### src/rtl/bus_c_write_bank.sv
// Write side of the datapath: BUS_C lands in the selected architectural register,
// and code 0 starts a byte-wide write to data RAM through a two-state handshake.
module bus_c_write_bank #(
    parameter int DATA_WIDTH = 16,
    parameter int RAM_WIDTH  = 8
) (
    input  logic                  CLOCK,
    input  logic                  RESET,
    input  logic                  WRITE_EN,
    input  logic [3:0]            WRITE_SELECT,
    input  logic [DATA_WIDTH-1:0] BUS_C,
    input  logic                  INC_PC,
    input  logic                  INC_AR,
    input  logic                  INC_R1,
    input  logic                  CLEAR_AC,
    input  logic                  RAM_ACK,
    output logic [DATA_WIDTH-1:0] PC,
    output logic [DATA_WIDTH-1:0] R1,
    output logic [DATA_WIDTH-1:0] R2,
    output logic [DATA_WIDTH-1:0] TR,
    output logic [DATA_WIDTH-1:0] R,
    output logic [DATA_WIDTH-1:0] AC,
    output logic [DATA_WIDTH-1:0] AR,
    output logic [RAM_WIDTH-1:0]  IR,
    output logic                  Z_FLAG,
    output logic [RAM_WIDTH-1:0]  DATA_TO_RAM,
    output logic                  RAM_WE,
    output logic                  RAM_BUSY
);

    localparam logic [3:0] SEL_RAM = 4'd0;
    localparam logic [3:0] SEL_PC  = 4'd1;
    localparam logic [3:0] SEL_R1  = 4'd2;
    localparam logic [3:0] SEL_R2  = 4'd3;
    localparam logic [3:0] SEL_TR  = 4'd4;
    localparam logic [3:0] SEL_R   = 4'd5;
    localparam logic [3:0] SEL_AC  = 4'd6;
    localparam logic [3:0] SEL_IR  = 4'd7;
    localparam logic [3:0] SEL_AR  = 4'd8;

    localparam logic [DATA_WIDTH-1:0] ONE = DATA_WIDTH'(1);

    typedef enum logic {
        IDLE     = 1'b0,
        WAIT_ACK = 1'b1
    } ram_state_t;

    ram_state_t state, state_next;

    logic wr_ram, wr_pc, wr_r1, wr_r2, wr_tr, wr_r, wr_ac, wr_ir, wr_ar;

    always_comb begin
        wr_ram = WRITE_EN && (WRITE_SELECT == SEL_RAM);
        wr_pc  = WRITE_EN && (WRITE_SELECT == SEL_PC);
        wr_r1  = WRITE_EN && (WRITE_SELECT == SEL_R1);
        wr_r2  = WRITE_EN && (WRITE_SELECT == SEL_R2);
        wr_tr  = WRITE_EN && (WRITE_SELECT == SEL_TR);
        wr_r   = WRITE_EN && (WRITE_SELECT == SEL_R);
        wr_ac  = WRITE_EN && (WRITE_SELECT == SEL_AC);
        wr_ir  = WRITE_EN && (WRITE_SELECT == SEL_IR);
        wr_ar  = WRITE_EN && (WRITE_SELECT == SEL_AR);
    end

    // A bus write to a register takes priority over its increment or clear.
    always_ff @(posedge CLOCK) begin
        if (RESET) begin
            PC     <= '0;
            R1     <= '0;
            R2     <= '0;
            TR     <= '0;
            R      <= '0;
            AC     <= '0;
            AR     <= '0;
            IR     <= '0;
            Z_FLAG <= 1'b0;
        end else begin
            if (wr_pc)       PC <= BUS_C;
            else if (INC_PC) PC <= PC + ONE;

            if (wr_r1)       R1 <= BUS_C;
            else if (INC_R1) R1 <= R1 + ONE;

            if (wr_ar)       AR <= BUS_C;
            else if (INC_AR) AR <= AR + ONE;

            if (wr_r2) R2 <= BUS_C;
            if (wr_tr) TR <= BUS_C;
            if (wr_r)  R  <= BUS_C;
            if (wr_ir) IR <= BUS_C[RAM_WIDTH-1:0];

            if (wr_ac) begin
                AC     <= BUS_C;
                Z_FLAG <= (BUS_C == '0);
            end else if (CLEAR_AC) begin
                AC     <= '0;
                Z_FLAG <= 1'b1;
            end
        end
    end

    // RAM handshake: RAM_WE acts as valid and RAM_ACK as ready. Once RAM_WE rises,
    // it and DATA_TO_RAM stay fixed until an edge samples RAM_ACK=1; that edge
    // completes the transfer. Code-0 requests are taken only in IDLE.
    always_ff @(posedge CLOCK) begin
        if (RESET) state <= IDLE;
        else       state <= state_next;
    end

    always_comb begin
        state_next = state;
        case (state)
            IDLE:     if (wr_ram)  state_next = WAIT_ACK;
            WAIT_ACK: if (RAM_ACK) state_next = IDLE;
            default:  state_next = IDLE;
        endcase
    end

    always_comb begin
        RAM_WE   = (state == WAIT_ACK);
        RAM_BUSY = (state == WAIT_ACK);
    end

    always_ff @(posedge CLOCK) begin
        if (RESET) begin
            DATA_TO_RAM <= '0;
        end else if ((state == IDLE) && wr_ram) begin
            DATA_TO_RAM <= BUS_C[RAM_WIDTH-1:0];
        end
    end

endmodule
### config.mk
export PLATFORM = sky130hd
export DESIGN_NAME = bus_c_write_bank
export DESIGN_NICKNAME = d
export VERILOG_FILES = /design/src/rtl/bus_c_write_bank.sv
export SDC_FILE = /design/constraint.sdc
export NUM_CORES = 1
export LEC_CHECK = 0
export CORE_MARGIN = 4
export CORE_UTILIZATION = 45
export DETAILED_ROUTE_END_ITERATION = 12
export GPL_TIMING_DRIVEN = 0
export PLACE_DENSITY = 0.85
export SLEW_MARGIN = 10
export SYNTH_ARGS = -nofsm -noshare
export SYNTH_HDL_FRONTEND = slang
export SYNTH_SLANG_ARGS = --single-unit
### constraint.sdc
create_clock -name CLOCK -period 4 [get_ports CLOCK]
set_input_delay 0.6 -clock CLOCK [delete_from_list [all_inputs] [get_ports CLOCK]]
set_output_delay 0.6 -clock CLOCK [all_outputs]
set_load 0.02 [all_outputs]
# Yosys cells after proc, flatten, opt, wreduce, memory -nomap -nowiden
# Index checks and enable logic that the tools add are counted.
[word_totals]
register_bits = 130
in_bits = 28
wordCells = 52
[op_classes]
add_sub_neg = 3
n_eq_ne = 8
n_mux = 13
bitwise = 1
reduce_logical = 16
[ops]
columns = ["operator", "count"]
rows = [
  ["2-to-1 mux 16 bit", 8],
  ["adder 16 x 1 -> 16 bit (second input constant)", 3],
  ["equality test 4 x 3 -> 1 bit (second input constant)", 4],
  ["zero test 16 bit", 1],
  ["logical AND 1 bit", 10],
  ["equality test 4 x 2 -> 1 bit (second input constant)", 2],
  ["nonzero test 2 bit", 4],
  ["equality test 4 x 1 -> 1 bit (second input constant)", 1],
  ["equality test 4 bit (second input constant)", 1],
  ["zero test 4 bit", 1],
  ["2-to-1 mux 1 bit", 4],
  ["case mux 1 bit (2 select lines)", 1],
  ["NOT 1 bit", 1],
]

# Logic depth before layout (Yosys ltp)
# Gate-level depths: netlist (run 1).
[logic_depth]
word_depth = 4
depth_mapped = 7

# Worst setup path before layout (run 1)
# OpenSTA, ideal clock, no wires.
[synth_path]
path_type = "in2reg"
startpoint = "input WRITE_SELECT[3]"
endpoint = "register R[10]"
t_arrival_ns = 1.590
slack_ns = 2.278
path_stages = 6
n_path_buf = 2
path_cell_list = "nand3b_4 > or3b_1 > clkbuf_1 > buf_2 > nand2_1 > a21oi_1"
[synth_via]
elab_chain_len = 2
[synth_lines]
columns = ["element", "line", "rtl"]
rows = [
  ["start: declaration", "10", "input logic [3:0] WRITE_SELECT,"],
  ["equality test 4 x 3 -> 1 bit", "58", "wr_r = WRITE_EN && (WRITE_SELECT == SEL_R);"],
  ["logical AND 1 bit", "58", ""],
  ["end signal: assignment", "71", "R <= '0;"],
  ["end signal: assignment", "88", "if (wr_r) R <= BUS_C;"],
  ["end: declaration", "21", "output logic [DATA_WIDTH-1:0] R,"],
]
# Every way passes these cells.
# A chain may end at the register's enable or synchronous reset.

# Final worst setup path (run 1)
[layout_path]
startpoint = "register PC[3]"
endpoint = "output PC[3]"
[layout_lines]
columns = ["element", "line", "rtl"]
rows = [
  ["start: declaration", "17", "output logic [DATA_WIDTH-1:0] PC,"],
  ["start signal: assignment", "78", "else if (INC_PC) PC <= PC + ONE;"],
]
# No word-level cell between the ends.

==> results of run 1 <==
==> sequential cells by signal (all words and copies together), names as in the netlist <==
register,cells
RAM_BUSY,1
R1,16
AC,16
DATA_TO_RAM,8
IR,8
R,16
TR,16
AR,16
R2,16
Z_FLAG,1
PC,16
==> cell type report <==
type / count / area, um^2 / area share (%)
Buffer: 57 / 244 / 3.08
Sequential cell: 130 / 2600 / 32.9
Inverter: 6 / 22.5 / 0.284
Tap cell: 168 / 210 / 2.65
Timing Repair Buffer: 139 / 1390 / 17.6
Clock buffer: 20 / 467 / 5.89
Clock inverter: 12 / 180 / 2.28
Multi-Input combinational cell: 470 / 2800 / 35.4
==> metal layers <==
metal / vias up / GRT usage, % / wire, um
met5: - / 0 / 0
met4: 0 / 10.8 / 539
met3: 45 / 7.67 / 1590
met2: 245 / 39.7 / 8420
met1: 2587 / 34.2 / 7940
li1: 2588 / - / -
==> worst min-delay path, delay by kind of cell (launching register included) <==
| family | cells | cell delay [ns] |
|---|---|---|
| flip-flops | 1 | 0.30 |
| AND/OR/NAND/NOR | 1 | 0.05 |
| AO/OA/AOI/OAI | 1 | 0.05 |
==> cells in the final DEF (no fill, tap or decap), types with 13 or more instances in the layout <==
cell type	instances
a21oi_1	65
nor3_1	13
buf_2	17
clkbuf_1	37
a211oi_1	46
clkdlybuf4s50_1	139
clkbuf_16	17
nand3b_1	18
mux2i_1	19
nor2_1	71
nand2_1	128
dfxtp_1	130
xnor2_1	34
==> cell families after synthesis <==
kind of cell	Yosys count	synth area share, %
mux	19	3.35
xor+xnor	45	6.95
simple gates	289	25.9
buf+inv	63	4.70
fa+ha+maj	3	0.662
flops	130	45.9
compound gates	114	12.5
==> path summary, 6_finish.rpt <==
check,start,to,slack (ns),depth (start not counted)
worst max register to register,PC[0],PC[14],2.34,5
worst min register to register,R2[7],R2[7],0.46,2
worst min-delay path,R2[7],R2[7],0.46,2
worst max-delay path,PC[3],PC[3],1.82,1
==> power breakdown <==
part	internal (mW)	leakage, nW	switching, mW
combinational	0.0990	1.29	0.159
sequential	1.32	1.05	0.0323
clock	1.09	0.312	0.593
==> synthesized netlist by cell type, drive strengths merged <==
master  count  area (um^2)
dfxtp     130         2600
nand2     128          480
nor2       72          273
a21oi      65          325
a211oi     49          383
clkbuf     38          144
xnor2      34          298
buf        19          100
mux2i      19          190
nand3b     19          155
nor4       18          163
nand4      17          183
nor3       14         75.1
nand3      11         55.1
xor2       11         96.3
inv         6         22.5
ha          3         37.5
nor3b       3         37.5
and3        2         12.5
or3b        2         17.5
nand2b      1         6.26
nor2b       1         6.26
or3         1         6.26
==> metrics by stage <==
| step | util, % | cells | area, um^2 | hold slack (ns) |
|---|---|---|---|---|
| global placement | 59.8 | 970 | 7270 | 0.441 |
| finish | 65.1 | 1002 | 7920 | 0.456 |
| detailed placement | 59.8 | 970 | 7270 | 0.447 |
| floorplan | - | 663 | 5670 | 0.533 |
| CTS | 65.1 | 1002 | 7920 | 0.455 |
| global route | 65.1 | 1002 | 7920 | 0.479 |
==> impl_metrics.tcl, run 1 <==
set metrics [dict create \
    die-area_mm2 0.0145 \
    setup_slack_ns 1.82 \
    fin_skew_ns 0.00351 \
    grt_pass1_vias 5354 \
    yosysWarnings 0 \
    period_share_pct 54.5 \
    dp_hpwl_mm 12.5 \
    ys_seq_elements 130 \
    powerDensity_mw_per_mm2 417 \
    syn-num-nets 694 \
    fin_tns_setup_ns 0 \
    crit_family "buffers and inverters" \
    worstSetupPathType "register to output pin" \
    syn_inst 663 \
    cpMaxStageDelayCell "clkdlybuf4s50_1" \
    setup_violations 0 \
    clk_latency_ns 0.42 \
    worst-path-buf-inv 1 \
    cts_tree "done" \
    firstDrtPassIters 5 \
    grt_antenna_before_repair 0 \
    crit_path_end_kind "output pin" \
    max_freq_ghz 0.459 \
    critPathLaunchType "register" \
    drtIter0Drc 610 \
    period_minus_slack_ns 2.18 \
    drv_slew 0 \
    drc 0 \
    grt_max_degree 17 \
    status "complete, no violations" \
    worstPathCellList "clkdlybuf4s50_1" \
    slowest_delay_ns 0.67 \
    relSlewSlack_pct 42.8 \
    arrival_ns 1.58 \
    finalNetCount 852 \
    p_leak_nw 2.66 \
    synthesis.area_mm2 0.00567 \
    worstPathMaxFanout 6 \
    place_ws_ns 1.55 \
    vias 5465 \
    ys_seq_area_share_pct 45.9 \
    core_area_mm2 0.0122 \
    grt_usage_pct 25.9 \
    die_w_um 120 \
    holdBufCountCts 0 \
    maxCapViolCount 0 \
    die_h_um 120 \
    wirelength_mm 18.5 \
    fillers 1019 \
    cts-root-buf "clkbuf_16" \
    cts-resized-gates 0 \
    hp-class "register to register" \
    cp.required_ns 3.40 \
    num_antenna_cells 0 \
    worstMarginPinSlew_ns 0.857 \
    synth.distinct_cells 32 \
    grt-ovfl-total 0 \
    io_buffers 139 \
    avgViaCountPerCell 5.45 \
    grt_pass1_wl_mm 29.1 \
    area_growth_pct 39.7 \
    rsz0062_at_grt "no" \
    cts_buffer_depth 2 \
    avgSynthCellArea_um2 8.55 \
    cts.repair_timing.setup_buffer_count 0 \
    p_total_mw 3.30 \
    drive_above_1_share_pct 9.23 \
    clkTransAtPathRegs_ns 0.06 \
    cts.sinks 130 \
    gp_congestion 0.875 \
    htree_levels 4 \
    vdd_ir_drop_max_mv 0.297 \
    start_util_pct 46.6 \
    wl_per_cell_um 18.5 \
    numCtsBuffers 17 \
    final_antenna_net_count 0 \
    io_pins 159 \
    hold_viol_final 0 \
    row_count 40 \
]
(Power assumes the default switching activity.)
==> run 2: changes to the inputs <==
- clock period: 4 -> 2.02 ns (I/O delays scaled with it)
==> results of run 2 <==
Same layout as run 1 (identical final DEF). Status: complete, no violations.
Among the figures that moved: setup slack after placement 1.55 ns -> -0.138 ns; setup slack after layout 1.82 ns -> 0.139 ns; hold slack 0.456 ns -> 0.215 ns; register-to-register setup slack 2.34 ns -> 0.36 ns; end point of the worst hold path R2[7] -> AC[15]; total power 3.30 mW -> 6.53 mW; worst IR drop on VDD 0.297 mV -> 0.588 mV
